File: src/rtl/seg7_scan.sv
// rtl/seg7_scan.sv - multiplexed seven-segment scan driver with double-buffered display data
// Ports:
//   clk, rst          system clock, asynchronous active-high reset
//   value, dp, load   shadow-buffer write (nibble i / dp bit i belong to digit i)
//   blank_lz          leading-zero blanking enable
//   bright            on-time in 1/16ths of a slot
//   blink_mask        digits to blink (only with SEG7_BLINK_EN defined)
//   seg, dp_out, sel  registered segment / decimal point / one-hot digit select pins
//   frame_done        one-cycle pulse on the last cycle of each frame
// Optional feature macro: SEG7_BLINK_EN (32-frame blink of digits in blink_mask).
module seg7_scan #(
  parameter int DIGITS         = 4,
  parameter int CLK_HZ         = 12_000_000,
  parameter int SCAN_HZ        = 2000,
  parameter bit SEG_ACTIVE_LOW = 1'b0,
  parameter bit SEL_ACTIVE_LOW = 1'b0
) (
  input  logic                  clk,
  input  logic                  rst,
  input  logic [4*DIGITS-1:0]   value,
  input  logic [DIGITS-1:0]     dp,
  input  logic                  load,
  input  logic                  blank_lz,
  input  logic [3:0]            bright,
  input  logic [DIGITS-1:0]     blink_mask,
  output logic [6:0]            seg,
  output logic                  dp_out,
  output logic [DIGITS-1:0]     sel,
  output logic                  frame_done
);
  localparam int SUB = CLK_HZ / (SCAN_HZ * 16);
  localparam int PW  = (SUB > 1) ? $clog2(SUB) : 1;
  localparam int IW  = (DIGITS > 1) ? $clog2(DIGITS) : 1;
  localparam logic [PW-1:0] PRE_LAST = PW'(SUB - 1);
  localparam logic [IW-1:0] IDX_LAST = IW'(DIGITS - 1);

  if (SUB < 1) begin : g_sub_check
    $error("seg7_scan: CLK_HZ/(SCAN_HZ*16) must be at least 1");
  end
  if (DIGITS < 1 || DIGITS > 8) begin : g_digits_check
    $error("seg7_scan: DIGITS must be in 1..8");
  end

  function automatic logic [6:0] hex_glyph(input logic [3:0] n);
    case (n)
      4'h0: hex_glyph = 7'h3F;
      4'h1: hex_glyph = 7'h06;
      4'h2: hex_glyph = 7'h5B;
      4'h3: hex_glyph = 7'h4F;
      4'h4: hex_glyph = 7'h66;
      4'h5: hex_glyph = 7'h6D;
      4'h6: hex_glyph = 7'h7D;
      4'h7: hex_glyph = 7'h07;
      4'h8: hex_glyph = 7'h7F;
      4'h9: hex_glyph = 7'h6F;
      4'hA: hex_glyph = 7'h77;
      4'hB: hex_glyph = 7'h7C;
      4'hC: hex_glyph = 7'h39;
      4'hD: hex_glyph = 7'h5E;
      4'hE: hex_glyph = 7'h79;
      default: hex_glyph = 7'h71;
    endcase
  endfunction

  logic [PW-1:0]       pre_q, pre_d;
  logic [3:0]          phase_q, phase_d;
  logic [IW-1:0]       idx_q, idx_d;
  logic [4*DIGITS-1:0] shadow_val_q, act_val_q;
  logic [DIGITS-1:0]   shadow_dp_q, act_dp_q;
  logic                pending_q;
  logic [6:0]          seg_q, seg_d;
  logic                dp_out_q, dp_out_d;
  logic [DIGITS-1:0]   sel_q, sel_d;
  logic                frame_done_q;
  logic                tick, slot_last, frame_last, copy;
  logic [DIGITS-1:0]   blink_dark_mask;

  assign tick       = (pre_q == PRE_LAST);
  assign slot_last  = tick && (phase_q == 4'd15);
  assign frame_last = slot_last && (idx_q == IDX_LAST);
  // Swap buffers only at the very first cycle of slot 0 so a frame never tears.
  assign copy       = pending_q && (pre_q == '0) && (phase_q == 4'd0) && (idx_q == '0);

  always_comb begin
    pre_d   = tick ? '0 : pre_q + PW'(1);
    phase_d = tick ? phase_q + 4'd1 : phase_q;
    idx_d   = idx_q;
    if (slot_last) begin
      idx_d = (idx_q == IDX_LAST) ? '0 : idx_q + IW'(1);
    end
  end

  always_ff @(posedge clk or posedge rst) begin
    if (rst) begin
      pre_q        <= '0;
      phase_q      <= '0;
      idx_q        <= '0;
      shadow_val_q <= '0;
      shadow_dp_q  <= '0;
      act_val_q    <= '0;
      act_dp_q     <= '0;
      pending_q    <= 1'b0;
    end else begin
      pre_q   <= pre_d;
      phase_q <= phase_d;
      idx_q   <= idx_d;
      if (copy) begin
        act_val_q <= shadow_val_q;
        act_dp_q  <= shadow_dp_q;
      end
      if (load) begin
        shadow_val_q <= value;
        shadow_dp_q  <= dp;
      end
      // A load coinciding with the copy keeps pending so the new data goes out next frame.
      pending_q <= load || (pending_q && !copy);
    end
  end

`ifdef SEG7_BLINK_EN
  logic [4:0] frame_cnt_q;
  logic       blink_off_q;

  always_ff @(posedge clk or posedge rst) begin
    if (rst) begin
      frame_cnt_q <= '0;
      blink_off_q <= 1'b0;
    end else if (frame_last) begin
      frame_cnt_q <= frame_cnt_q + 5'd1;
      if (frame_cnt_q == 5'd31) begin
        blink_off_q <= ~blink_off_q;
      end
    end
  end

  assign blink_dark_mask = blink_off_q ? blink_mask : '0;
`else
  logic unused_blink_mask;
  assign unused_blink_mask = ^blink_mask;
  assign blink_dark_mask   = '0;
`endif

  logic [DIGITS-1:0] lz, dsel;
  logic [3:0]        nib;
  logic              lz_run, blanked, dp_bit, lit;

  always_comb begin
    lz      = '0;
    lz_run  = blank_lz;
    // Walk down from the most significant digit; digit 0 is never blanked.
    for (int i = DIGITS - 1; i >= 1; i--) begin
      lz_run = lz_run && (act_val_q[4*i +: 4] == 4'h0);
      lz[i]  = lz_run;
    end
    nib     = 4'h0;
    blanked = 1'b0;
    dp_bit  = 1'b0;
    dsel    = '0;
    for (int i = 0; i < DIGITS; i++) begin
      if (idx_q == IW'(i)) begin
        nib     = act_val_q[4*i +: 4];
        blanked = lz[i];
        dp_bit  = act_dp_q[i];
        dsel[i] = 1'b1;
      end
    end
    // Phase 0 is always dark to stop ghosting while sel moves to the next digit.
    lit      = (phase_q != 4'd0) && (phase_q <= bright) && ((blink_dark_mask & dsel) == '0);
    sel_d    = lit ? dsel : '0;
    seg_d    = (lit && !blanked) ? hex_glyph(nib) : 7'h00;
    dp_out_d = lit && dp_bit;
  end

  always_ff @(posedge clk or posedge rst) begin
    if (rst) begin
      seg_q        <= {7{SEG_ACTIVE_LOW}};
      dp_out_q     <= SEG_ACTIVE_LOW;
      sel_q        <= {DIGITS{SEL_ACTIVE_LOW}};
      frame_done_q <= 1'b0;
    end else begin
      seg_q        <= seg_d ^ {7{SEG_ACTIVE_LOW}};
      dp_out_q     <= dp_out_d ^ SEG_ACTIVE_LOW;
      sel_q        <= sel_d ^ {DIGITS{SEL_ACTIVE_LOW}};
      frame_done_q <= frame_last;
    end
  end

  assign seg        = seg_q;
  assign dp_out     = dp_out_q;
  assign sel        = sel_q;
  assign frame_done = frame_done_q;

endmodule

File: config.mk
export PLATFORM = sky130hd
export DESIGN_NAME = seg7_scan
export DESIGN_NICKNAME = d
export VERILOG_FILES = /design/src/rtl/seg7_scan.sv
export SDC_FILE = /design/constraint.sdc
export NUM_CORES = 1
export LEC_CHECK = 0
export ABC_CLOCK_PERIOD_IN_PS = 4100
export BUFFER_PORTS_ARGS = -buffer_cell sky130_fd_sc_hd__buf_2
export CAP_MARGIN = 20
export CELL_PAD_IN_SITES_DETAIL_PLACEMENT = 1
export CELL_PAD_IN_SITES_GLOBAL_PLACEMENT = 2
export CORE_MARGIN = 2
export CORE_UTILIZATION = 42
export CTS_BUF_LIST = sky130_fd_sc_hd__clkbuf_16
export DETAILED_ROUTE_END_ITERATION = 16
export GPL_TIMING_DRIVEN = 0
export PLACE_DENSITY = 0.91
export SYNTH_ARGS = -nofsm -noshare
export SYNTH_HDL_FRONTEND = slang
export SYNTH_SLANG_ARGS = --single-unit
File: constraint.sdc
create_clock -name clk -period 4.1 [get_ports clk]
set_clock_uncertainty 0.05 [all_clocks]
set_input_delay 0.82 -clock clk [delete_from_list [all_inputs] [get_ports clk]]
set_output_delay 0.82 -clock clk [all_outputs]
set_load 0.01 [all_outputs]
; Word level (Yosys, flattened, before mapping)
; Memories as Yosys holds them, arrays and structs flattened.
; Index checks and enable logic that the tools add are counted.
[totals]
reg_bits = 69
latchBits = 0
ramBits = 0
romBits = 112
inputBits = 32
output_inout_bits = 13
wordCells = 63
n_memories = 1
[memory_table]
columns = name, depth, width, rd, rd_clocked_by_memory_dff, wr, line
row1 = (no name shown), 16, 7, 1, 0, 0, 45  ; case (n)
[classes]
addsub = 3
mul = 0
div_mod_pow = 0
n_lt_le_gt_ge = 1
n_eq_ne = 5
shift = 0
mux = 19
n_bitwise = 0
reduce_logical = 22
[ops]
columns = operator, n
row1 = 2-to-1 mux 4 bit, 5
row2 = logical NOT 4 bit, 4
row3 = logical AND 1 bit, 12
row4 = 2-to-1 mux 1 bit, 11
row5 = "adder 9 x 1 -> 9 bit, second input constant", 1
row6 = "== test 9 bit, second input constant", 1
row7 = logical NOT 9 bit, 1
row8 = 2-to-1 mux 9 bit, 1
row9 = 2-to-1 mux 7 bit, 1
row10 = "adder 4 x 1 -> 4 bit, second input constant", 1
row11 = "== test 2 bit, second input constant", 2
row12 = "== test 4 bit, second input constant", 1
row13 = less-or-equal comparator 4 bit, 1
row14 = nonzero test 4 bit, 1
row15 = "adder 2 x 1 -> 2 bit, second input constant", 1
row16 = "== test 2 x 1 -> 1 bit, second input constant", 1
row17 = logical NOT 1 bit, 2
row18 = logical NOT 2 bit, 1
row19 = 2-to-1 mux 2 bit, 1
row20 = logical OR 1 bit, 1

; Longest topological paths before layout
[depth]
ltp_word = 10
depth_mapped = 10
mapped_depth_nobuf = 10

; Least setup slack after synthesis
; OpenSTA, ideal clock, no wires.
[synth_path]
path_kind = reg-to-reg
startpoint = reg idx_q[0]
endpoint = reg seg_q[4] (netlist: seg[4])
setup_time_ps = 135
arrival_time_ps = 2000
t_required_ps = 3915
path_slack_ps = 1915
path_stages_with_launch = 11
n_path_buf = 0
period_less_slack_ps = 2185
cell_sequence = dfrtp_1 -> inv_1 -> ha_1 -> and2b_1 -> a221o_1 -> a22o_1 -> inv_1 -> ha_1 -> mux2i_1 -> o22ai_1 -> nor2_1
[synth_between]
elab_chain_len = 7
word_cells_on_any_way = 15
cone_classes = eq/ne (3) / mux (8) / reduce/logical (3) / memory (1)
[synth_rtl]
columns = element, line
row1 = "start, declared", 67  ; logic [IW-1:0] idx_q, idx_d;
row2 = "start signal, assigned", 106  ; idx_q <= idx_d;
row3 = logical NOT 2 bit or == test 2 x 1 -> 1 bit (tied branches), 160  ; if (idx_q == IW'(i)) begin
row4 = 2-to-1 mux 4 bit or 2-to-1 mux 1 bit (tied branches) (3 in series), 160
row5 = 2-to-1 mux 4 bit or logical NOT 1 bit (tied branches), "160, 170"
row6 = memory (16 x 7 bit) or logical AND 1 bit (tied branches), n/a
row7 = 2-to-1 mux 7 bit *, 170  ; seg_d = (lit && !blanked) ? hex_glyph(nib) : 7'h00;
row8 = net seg_d[4], 71  ; logic [6:0] seg_q, seg_d;
row9 = "end signal, assigned", 176  ; seg_q <= {7{SEG_ACTIVE_LOW}};
row10 = "end signal, assigned", 181  ; seg_q <= seg_d ^ {7{SEG_ACTIVE_LOW}};
row11 = "end, declared", 71
; The timed path passes the listed nets; every way through them passes the cells marked *.
; A chain may end at the register's enable or synchronous reset.

; Worst setup path after layout
; Same ends and word-level chain as after synthesis.

==> run metrics <==
cts hold-fix bufs=0; M2 GR Usage=31.14%; I/O Buffers=40; CP Class=reg2reg; GR Overflow Total=0; Placer Congestion=0.7239; Area Growth Syn to Fin=19.07%; DRT antenna net count=0; Yosys cell types=47; die area=between 8000 and 9000 um^2; share of layout cells above drive strength 1=~30%; Clock Latency Late Sink=0.33 ns; Crit Path Max Fanout=6; max_cap viols=0; Setup violations, final=0; vias=about 2,200; Setup WS post-layout=1.518 ns; Die X=92.65 um; Power Density=402.6 nW/um^2; dominant synthesized flop cell=dfrtp_1; Ant. Diodes=0; worst hold path class=reg2reg; unrepaired setup endpoints after global routing=false; Slowest-stage cell, CP=dfrtp_1; CP arrival=roughly 2.7 ns; placed cell count=407; critical-path cell list=inv_1 > ha_1 > and2b_1 > a221o_1 > a22o_1 > inv_1 > ha_1 > mux2i_1 > o22ai_1 > nor2_1; starting density of the core=42.94%; DRC=0; Slew headroom=between 40% and 50%; 1st-iter DRT viols=53; fillers=825; syn_nets=316; Setup TNS Final=0 ns; CTS root buf=clkbuf_16; Tmin final=~2.6 ns; Routed WL=6.930 mm; Slew Limit Fails=0; Setup crit end kind=register; CP startpoint kind=register; met1 Track Usage GR=between 20% and 30%; EDFF count, synth=0; number of detailed-routing iterations run before antenna repair=4; post-CTS setup buffers=0; vias in the first global route=2,398; asr flop ratio synth=100.0%; WP data required=around 4.2 ns; peak supply drop=0.1997 mV; Cells after Synth=between 200 and 300; Seq/Total Area, Yosys=52.31%; Post-layout nets=approximately 370; clock-pin slew on the worst setup and hold paths=0.06 ns; final non-filler cell total=423; CP peak stage delay=0.41 ns; final period utilization=62.99%; Synth Cell Area=3301 um^2; row cnt=32; pre-CTS WS=1.276 ns; CTS max path bufs=2; synth warn=0; largest net degree at the start of global routing=70; Hold Vio Cnt, Final=0; TritonCTS clock tree=built; # IOs=45; outcome=completed; Resize count post-CTS=0; Die H=92.65 um; Seq cells post-synth=69; worst-margin pin slew=0.8433 ns; initial antenna violation count=0; GRT Max-Usage Layer=met2; Routed WL per cell=16.38 um; Final Hold Slack=between 0.4 and 0.5 ns; Synth Area per Inst=about 12 um^2; Power, Total=1.582 mW; Num CTS Buffers=9; H-tree Lvls=3; first-pass GRT wire length=11.67 mm; static leakage=1.904 nW; core area=7687 um^2; All-Layer GR Usage=17.50%; Max Clk Rate=0.3872 GHz; clk sinks=69; vias per cell=5.123; M3 GR Usage=3.662%; hpwl dp=4.908 mm
-- through the flow --
| step | cell area, um^2 | utilization (%) |
|---|---|---|
| finish | 3930 | 51.12 |
| global route | 3930 | 51.12 |
| CTS | 3930 | 51.12 |
| detailed placement | 3631 | 47.23 |
| global placement | 3628 | 47.20 |
| floorplan | 3301 | - |
-- flip-flops by register name, indices dropped and copies added (netlist names) --
signal / flops
phase_q: 4
shadow_val_q: 16
shadow_dp_q: 4
seg: 7
pending_q: 1
act_val_q: 16
sel: 4
idx_q: 2
dp_out: 1
frame_done: 1
act_dp_q: 4
pre_q: 9
-- layout by cell type (no fill, tap or decap), drive strengths merged, types with 2 or more instances in the layout --
cell / n
nand4b: 2
a21o: 2
a21oi: 7
dfrtp: 69
clkbuf: 11
mux2i: 6
o21ai: 3
nor2b: 4
a211oi: 2
xnor2: 7
a221oi: 3
nand3: 8
nand4: 3
nand3b: 4
nor3b: 4
buf: 47
nand2: 8
clkinv: 4
ha: 19
a311oi: 2
nor4: 4
and2b: 2
xor2: 3
mux2: 42
nor3: 3
and2: 5
inv: 17
nor2: 16
and3: 2
o22ai: 3
-- cells in the mapped netlist (all sizes together), types with 2 or more instances --
| library cell | number | area [um^2] |
|---|---|---|
| nor2b | 4 | 27.53 |
| o21ai | 3 | 15.01 |
| buf | 7 | 50.05 |
| and2b | 2 | 15.01 |
| a311oi | 2 | 30.03 |
| dfrtp | 69 | 1727 |
| ha | 19 | 237.7 |
| mux2 | 42 | 473.0 |
| clkbuf | 2 | 7.510 |
| nor3b | 4 | 30.03 |
| nor2 | 16 | 62.56 |
| o22ai | 3 | 18.77 |
| nand2 | 8 | 30.03 |
| a211oi | 2 | 15.01 |
| and3 | 2 | 12.51 |
| xnor2 | 7 | 61.31 |
| nand4 | 3 | 18.77 |
| nand4b | 2 | 17.52 |
| nor4 | 4 | 31.28 |
| nand3 | 8 | 40.04 |
| mux2i | 6 | 60.06 |
| and2 | 5 | 32.53 |
| a21oi | 7 | 35.03 |
| xor2 | 3 | 26.28 |
| nand3b | 4 | 42.54 |
| a21o | 2 | 16.27 |
| inv | 16 | 60.06 |
| nor3 | 3 | 15.01 |
| a221oi | 3 | 32.53 |
-- routing by layer --
metal	part of all wire (%)	vias up	routed length, um
li1	-	1033	-
met1	45	1095	3087
met2	51	31	3558
met3	3.0	8	210
met4	1.1	0	74
met5	0	-	0
-- worst max-delay path, delay by kind of cell (launching register included) --
family | cells | cell delay, ns
simple gates | 2 | 0.30
mux | 1 | 0.11
buf+inv | 2 | 0.23
compound gates | 3 | 0.77
fa+ha+maj | 2 | 0.57
flops | 1 | 0.41
-- report_power, final --
| group | internal [mW] | switching (mW) |
|---|---|---|
| Clock | 0.472 | 0.295 |
| Combinational | 0.0451 | 0.0441 |
| Sequential | 0.709 | 0.0169 |
| Total | 1.23 | 0.356 |
-- cell type report --
cell class | count | area (um^2) | share of cell area (%)
plain buffers | 9 | 57.56 | 1.465
clock buffers | 9 | 225.2 | 5.731
clock inverters | 7 | 73.82 | 1.878
inverters | 16 | 62.56 | 1.592
multi-input cells | 171 | 1456 | 37.06
flip-flops and latches | 69 | 1727 | 43.94
well taps | 102 | 127.6 | 3.247
repair buffers | 40 | 200.2 | 5.094
-- cells by family after synthesis --
logic type	after synthesis	synth area share [%]
compound gates	26	6.179
xor+xnor	10	2.654
fa+ha+maj	19	7.202
buf+inv	25	3.564
flops	69	52.31
mux	48	16.15
simple gates	68	11.94
-- path summary, 6_finish.rpt --
path / from / endpoint / slack, ns / cells past startpoint
min in group asynchronous: rst / shadow_val_q[3] / 0.62 / 2
worst min-delay path: shadow_val_q[4] / act_val_q[4] / 0.43 / 1
max in group asynchronous: rst / shadow_val_q[14] / 2.83 / 2
worst max-delay path: idx_q[0] / seg[4] / 1.52 / 10
worst min register to register: shadow_val_q[4] / act_val_q[4] / 0.43 / 1
worst max register to register: idx_q[0] / seg[4] / 1.52 / 10
No activity file was read; power rests on OpenSTA's default activity.
